## src/rtl/imply_arbiter_pkg.sv

```systemverilog
// Shared definitions for the DPLL implication arbiter: default sizes,
// the implication record and the pointer wrap helper.
package imply_arbiter_pkg;

  localparam int NUM_EVAL   = 4;
  localparam int IMPL_VAR_W = 8;
  localparam int IMPL_CNT_W = 16;

  typedef struct packed {
    logic [IMPL_VAR_W-1:0] var_idx;
    logic                  val;
  } implication_t;

  function automatic int wrap_inc(input int idx, input int n);
    return (idx + 1 >= n) ? 0 : idx + 1;
  endfunction

endpackage

```

## src/rtl/imply_arbiter_rr_arbiter.sv

```systemverilog
// Combinational rotating-priority pick: first valid index at or after ptr_i,
// wrapping to the lowest valid index when nothing lies at or above it.
module imply_arbiter_rr_arbiter
  import imply_arbiter_pkg::*;
#(
  parameter int N     = NUM_EVAL,
  parameter int IDX_W = $clog2(N)
) (
  input  logic [N-1:0]     valid_i,
  input  logic [IDX_W-1:0] ptr_i,
  output logic [N-1:0]     onehot_o,
  output logic [IDX_W-1:0] idx_o,
  output logic             any_o
);

  // Upper pass covers indices at/after the pointer, lower pass is the wrap.
  always_comb begin
    onehot_o = '0;
    idx_o    = '0;
    any_o    = 1'b0;
    for (int i = 0; i < N; i++) begin
      if (!any_o && valid_i[i] && (i >= int'(ptr_i))) begin
        any_o       = 1'b1;
        idx_o       = IDX_W'(i);
        onehot_o[i] = 1'b1;
      end else begin
        any_o = any_o;
      end
    end
    for (int i = 0; i < N; i++) begin
      if (!any_o && valid_i[i]) begin
        any_o       = 1'b1;
        idx_o       = IDX_W'(i);
        onehot_o[i] = 1'b1;
      end else begin
        any_o = any_o;
      end
    end
  end

endmodule

```

## src/rtl/imply_arbiter.sv

```systemverilog
// Round-robin implication arbiter with duplicate merging and sticky
// same-cycle contradiction detection, feeding one assignment-memory write port.
module imply_arbiter
  import imply_arbiter_pkg::*;
#(
  parameter int NUM_REQ   = NUM_EVAL,
  parameter int VAR_IDX_W = IMPL_VAR_W,
  parameter int CNT_W     = IMPL_CNT_W
) (
  input  logic                               clock,
  input  logic                               reset,
  input  logic                               flush,
  input  logic [NUM_REQ-1:0]                 req_valid,
  input  logic [NUM_REQ-1:0][VAR_IDX_W-1:0]  req_var,
  input  logic [NUM_REQ-1:0]                 req_val,
  output logic [NUM_REQ-1:0]                 req_ready,
  output logic                               wr_en,
  output logic [VAR_IDX_W-1:0]               wr_var,
  output logic                               wr_val,
  input  logic                               wr_ready,
  output logic                               conflict,
  output logic [VAR_IDX_W-1:0]               conflict_var,
  output logic [CNT_W-1:0]                   grant_cnt,
  output logic                               busy
);

  localparam int PTR_W = $clog2(NUM_REQ);

  logic                 wr_en_q, wr_en_d;
  logic [VAR_IDX_W-1:0] wr_var_q, wr_var_d;
  logic                 wr_val_q, wr_val_d;
  logic                 conflict_q, conflict_d;
  logic [VAR_IDX_W-1:0] conflict_var_q, conflict_var_d;
  logic [PTR_W-1:0]     rr_ptr_q, rr_ptr_d;
  logic [CNT_W-1:0]     grant_cnt_q, grant_cnt_d;

  logic [NUM_REQ-1:0]   win_onehot_s;
  logic [PTR_W-1:0]     win_idx_s;
  logic                 win_any_s;
  logic [VAR_IDX_W-1:0] win_var_s;
  logic                 win_val_s;
  logic                 pair_conflict_s;
  logic [VAR_IDX_W-1:0] pair_var_s;
  logic                 accept_s;
  logic                 grant_s;

  imply_arbiter_rr_arbiter #(
    .N     (NUM_REQ),
    .IDX_W (PTR_W)
  ) u_rr (
    .valid_i  (req_valid),
    .ptr_i    (rr_ptr_q),
    .onehot_o (win_onehot_s),
    .idx_o    (win_idx_s),
    .any_o    (win_any_s)
  );

  // Winner payload by one-hot mux.
  always_comb begin
    win_var_s = '0;
    win_val_s = 1'b0;
    for (int i = 0; i < NUM_REQ; i++) begin
      if (win_onehot_s[i]) begin
        win_var_s = win_var_s | req_var[i];
        win_val_s = win_val_s | req_val[i];
      end else begin
        win_var_s = win_var_s;
      end
    end
  end

  // Scan pairs in (i, j) order so the first hit is the lowest conflicting pair.
  always_comb begin
    pair_conflict_s = 1'b0;
    pair_var_s      = '0;
    for (int i = 0; i < NUM_REQ; i++) begin
      for (int j = i + 1; j < NUM_REQ; j++) begin
        if (!pair_conflict_s && req_valid[i] && req_valid[j] &&
            (req_var[i] == req_var[j]) && (req_val[i] != req_val[j])) begin
          pair_conflict_s = 1'b1;
          pair_var_s      = req_var[i];
        end else begin
          pair_conflict_s = pair_conflict_s;
        end
      end
    end
  end

  assign accept_s = !wr_en_q || wr_ready;
  assign grant_s  = win_any_s && accept_s && !reset && !flush &&
                    !conflict_q && !pair_conflict_s;

  // Merged duplicates are consumed alongside the winner.
  always_comb begin
    req_ready = '0;
    for (int j = 0; j < NUM_REQ; j++) begin
      if (grant_s && req_valid[j] && (req_var[j] == win_var_s) &&
          (req_val[j] == win_val_s)) begin
        req_ready[j] = 1'b1;
      end else begin
        req_ready[j] = 1'b0;
      end
    end
  end

  // Next-state for output register, conflict flag, pointer and counter.
  always_comb begin
    wr_en_d        = wr_en_q;
    wr_var_d       = wr_var_q;
    wr_val_d       = wr_val_q;
    conflict_d     = conflict_q;
    conflict_var_d = conflict_var_q;
    rr_ptr_d       = rr_ptr_q;
    grant_cnt_d    = grant_cnt_q;
    if (flush) begin
      wr_en_d        = 1'b0;
      conflict_d     = 1'b0;
      conflict_var_d = '0;
    end else begin
      if (grant_s) begin
        wr_en_d     = 1'b1;
        wr_var_d    = win_var_s;
        wr_val_d    = win_val_s;
        rr_ptr_d    = PTR_W'(wrap_inc(int'(win_idx_s), NUM_REQ));
        grant_cnt_d = (grant_cnt_q == {CNT_W{1'b1}}) ? grant_cnt_q
                                                     : grant_cnt_q + CNT_W'(1);
      end else if (wr_ready) begin
        wr_en_d = 1'b0;
      end else begin
        wr_en_d = wr_en_q;
      end
      if (pair_conflict_s && !conflict_q) begin
        conflict_d     = 1'b1;
        conflict_var_d = pair_var_s;
      end else begin
        conflict_d = conflict_q;
      end
    end
  end

  // State registers with synchronous reset.
  always_ff @(posedge clock) begin
    if (reset) begin
      wr_en_q        <= 1'b0;
      wr_var_q       <= '0;
      wr_val_q       <= 1'b0;
      conflict_q     <= 1'b0;
      conflict_var_q <= '0;
      rr_ptr_q       <= '0;
      grant_cnt_q    <= '0;
    end else begin
      wr_en_q        <= wr_en_d;
      wr_var_q       <= wr_var_d;
      wr_val_q       <= wr_val_d;
      conflict_q     <= conflict_d;
      conflict_var_q <= conflict_var_d;
      rr_ptr_q       <= rr_ptr_d;
      grant_cnt_q    <= grant_cnt_d;
    end
  end

  assign wr_en        = wr_en_q;
  assign wr_var       = wr_var_q;
  assign wr_val       = wr_val_q;
  assign conflict     = conflict_q;
  assign conflict_var = conflict_var_q;
  assign grant_cnt    = grant_cnt_q;
  assign busy         = wr_en_q | (|req_valid);

endmodule

```

## config.mk

```make
export PLATFORM = sky130hd
export DESIGN_NAME = imply_arbiter
export DESIGN_NICKNAME = d
export VERILOG_FILES = /design/src/rtl/imply_arbiter_pkg.sv /design/src/rtl/imply_arbiter_rr_arbiter.sv /design/src/rtl/imply_arbiter.sv
export SDC_FILE = /design/constraint.sdc
export NUM_CORES = 1
export LEC_CHECK = 0
export ABC_AREA = 1
export BUFFER_PORTS_ARGS = -buffer_cell sky130_fd_sc_hd__buf_4
export CAP_MARGIN = 20
export CORE_UTILIZATION = 59
export CTS_CLUSTER_SIZE = 30
export DETAILED_ROUTE_END_ITERATION = 6
export PLACE_DENSITY = 0.89
export SLEW_MARGIN = 30
export SYNTH_ARGS = -nofsm -noshare
export SYNTH_HDL_FRONTEND = slang
export SYNTH_SLANG_ARGS = --single-unit
```

## constraint.sdc

```tcl
create_clock -name clock -period 4.3 [get_ports clock]
set_clock_uncertainty 0.05 [all_clocks]
set_input_delay 0.43 -clock clock [delete_from_list [all_inputs] [get_ports clock]]
set_output_delay 0.43 -clock clock [all_outputs]
set_load 0.01 [all_outputs]
```

==> results by group <==
Layout
  – Ant diodes: 0
  – Non-Filler Instances: 776
  – Fillcell total: 476
  – Layout cells sized above 1: 15.9%
  – Final Net Count: 748
  – Layout area overhead: 20.3%
  – Finished layout cell area: 4290 um^2

Logic synthesis
  – Synthesized area: 3570 um^2
  – Syn avg cell area: 5.62 um^2
  – Mapped Cells: 635
  – Syn Nets: 680
  – Synthesized flop and latch total: 37
  – Synth warn: 0
  – Synth unique cells: 36
  – Seq/Total Area, Yosys: 20.8%

Clock tree
  – Clock Path Buffers: 2
  – Clock transition at path regs: 0.08 ns
  – Post-CTS setup buffer count: 0
  – CTS tree: done
  – Worst-Skew Late Latency: 0.29 ns
  – CTS Root Cell: clkbuf_8
  – CTS Buf Count: 5
  – Post_cts resized: 0
  – CTS Sinks: 37
  – Hold Buf Count CTS: 0
  – H-tree depth: 2

Route
  – First drt pass iteration count: 7
  – DR vias/cell: 6.12
  – Final ANT Viol Nets: 0
  – Via count: 4748
  – DRT iter0 DRCs: 817
  – Wirelength per Cell: 16.4 um
  – DRC: 5
  – Final WL: 12700 um

Pwr
  – Flop pwr share: 33.1%
  – Maximum vdd drop: 178 uV
  – Share of total power in the clock network: 33.9%
  – Switching fraction of total power: 34.9%
  – Pwr dens: 252 nW/um^2
  – Combinational power share: 33.0%
  – Final Power: 1080 uW
  – Psw: 377 uW
  – Static Leak: 0.00209 uW
  – Pint: 704 uW

GRT
  – M2 GR Usage: 63.4%
  – Vias in the first global route: 4325
  – Met3 global-route usage: 12.2%
  – Pin count of the biggest net entering global routing: 22
  – GR Util All Layers: 41.1%
  – Grt ovf: 0
  – Most used routing layer: met2
  – Initial antenna violation count: 0
  – First-pass GRT wire length: 20200 um
  – Met1 usage: 51.8%

Worst setup path
  – Cell Chain, Critical Path: inv_1, nand2_1, nand4_1, o21ai_1, nand2_1, nand2_1, a21oi_1, nand2_1, nand2_1, a21oi_1, nand2_1, nor2_1, buf_4
  – Critical path peak fanout: 11
  – Cell family with most CP delay: simple AND/OR/NAND/NOR gates
  – WP data required: 3.82 ns
  – CP Class: flip-flop to output pin
  – CP startpoint kind: flip-flop
  – CP Buf/Inv Count: 2
  – Worst R2R Start: rr_ptr_q[1]
  – Setup crit end kind: output pin
  – Critical Path AT: 2.98 ns
  – CP most frequent cell: nand2_1
  – Worst setup startpoint: rr_ptr_q[1]
  – CP max-delay cell: o21ai_1
  – CP peak stage delay: 0.81 ns

Die
  – Starting Density: 62.9%
  – Chip Height: 79.8 um
  – IO Count: 84
  – Die area: 6360 um^2
  – Die Span X: 79.8 um
  – Core ar.: 5680 um^2
  – Row count: 27

STA
  – Relative slew slack: 32.3%
  – Final setup violation count: 0
  – Final WS setup: 0.845 ns
  – Setup TNS: 0 ns
  – Fin crit share: 80.4%
  – Max Slew Vio Count: 0
  – RSZ-0062 raised after global routing: false
  – Fmax: 289 MHz
  – Worst Tran Pin Value: 1.01 ns
  – Clock period minus worst slack: 3.46 ns
  – Final hold viol count: 0

Run status
  – Status: finished with violations
  – Failing checks: design-rule violations

Placement
  – Global placer's final weighted congestion: 1.23
  – DP HPWL: 9760 um
  – Buffers on Ports: 83
  – Placed cells: 768
  – DP Area: 4160 um^2
  – Pre-CTS WS: 1.12 ns

Worst hold path
  – Hold Path Origin: wr_ready
  – Hold Crit Class: input port to flip-flop

Run
  – Max-cap violations: 0
-- metal layers --
metal	up-vias	part of all wire [%]
met5	-	0
met4	0	6.1
met3	102	14
met2	423	42
met1	2020	37
li1	2203	-
-- cell usage in the layout (no fill, tap or decap), types with 5 or more instances in the layout --
cell type,Yosys,final
nand4_1,28,28
xnor2_1,14,14
nor3_1,7,7
nand2_1,188,188
xor2_1,12,12
clkbuf_8,0,5
o21ai_0,40,40
o22ai_1,19,19
dfxtp_1,37,37
nand3_1,37,37
inv_1,68,68
a21oi_1,34,34
nor2_1,92,92
buf_4,2,83
inv_2,7,7
-- worst paths after layout --
check	to	depth (start not counted)	slack, ns
worst max-delay path	req_ready[2]	13	0.84
worst min-delay path	wr_en	4	0.36
worst max register to register	wr_var[3]	8	1.79
worst min register to register	wr_var[7]	2	0.42
-- sequential cells by signal, summed over array words and instances, names as in the netlist --
| signal | count |
|---|---|
| grant_cnt | 16 |
| rr_ptr_q | 2 |
| wr_en | 1 |
| wr_var | 8 |
| conflict_var | 8 |
| wr_val | 1 |
| conflict | 1 |
-- worst min-delay path: stages --
cell,delay [ns]
buf_4,0.08
nor2_1,0.04
nand2_1,0.06
nand2_1,0.05
-- logic make-up after synthesis --
group / Yosys count / share of synthesized area, %
compound gates: 104 / 16.0
fa+ha+maj: 1 / 0.351
simple gates: 370 / 45.1
xor+xnor: 26 / 6.38
buf+inv: 97 / 11.4
flops: 37 / 20.8
-- final cells by class --
| type | count | area, um^2 | area share (%) |
|---|---|---|---|
| Inverter | 75 | 282 | 6.56 |
| Multi-Input combinational cell | 501 | 2420 | 56.4 |
| Tap cell | 72 | 90.1 | 2.10 |
| Timing Repair Buffer | 83 | 623 | 14.5 |
| Sequential cell | 37 | 741 | 17.3 |
| Clock inverter | 3 | 68.8 | 1.60 |
| Clock buffer | 5 | 68.8 | 1.60 |
-- power by group through the flow --
stage	sequential, uW	clock (uW)	combinational, uW
floorplan	368	0	216
detailed placement	365	0	337
global route	358	382	384
global placement	365	0	333
finish	357	366	357
CTS	357	369	338
-- metrics by stage --
step | hold WS (ns) | utilization (%)
after detailed placement | 0.408 | 73.2
after global routing | 0.368 | 75.6
after floorplan | 0.408 | -
after global placement | 0.403 | 73.2
after CTS | 0.355 | 75.6
final | 0.360 | 75.6
-- cells in the mapped netlist --
library cell	number	area share, %
or2_2	1	0.18
buf_4	2	0.42
xnor2_1	14	3.4
buf_6	2	0.63
nor2_1	92	9.7
a21oi_2	1	0.25
o21ai_2	2	0.49
inv_2	7	0.74
a211oi_1	2	0.42
nand3_1	37	5.2
nand4_1	28	4.9
nand3b_1	3	0.63
buf_2	13	1.8
nor4_1	3	0.53
nor3_1	7	0.98
clkbuf_2	3	0.42
nand2_2	3	0.53
xor2_1	12	2.9
nand2_1	188	20
o21ai_1	2	0.28
nor2_4	3	0.95
dfxtp_1	37	21
a21oi_1	34	4.8
nor4_2	1	0.35
o21ai_0	40	5.6
and3_1	1	0.18
clkbuf_1	2	0.21
nand3_2	1	0.28
a22oi_1	1	0.21
ha_1	1	0.35
o211ai_1	2	0.42
nand4_4	1	0.60
o21bai_1	1	0.21
nand4_2	1	0.35
inv_1	68	7.2
o22ai_1	19	3.3
(Power assumes the default switching activity.)
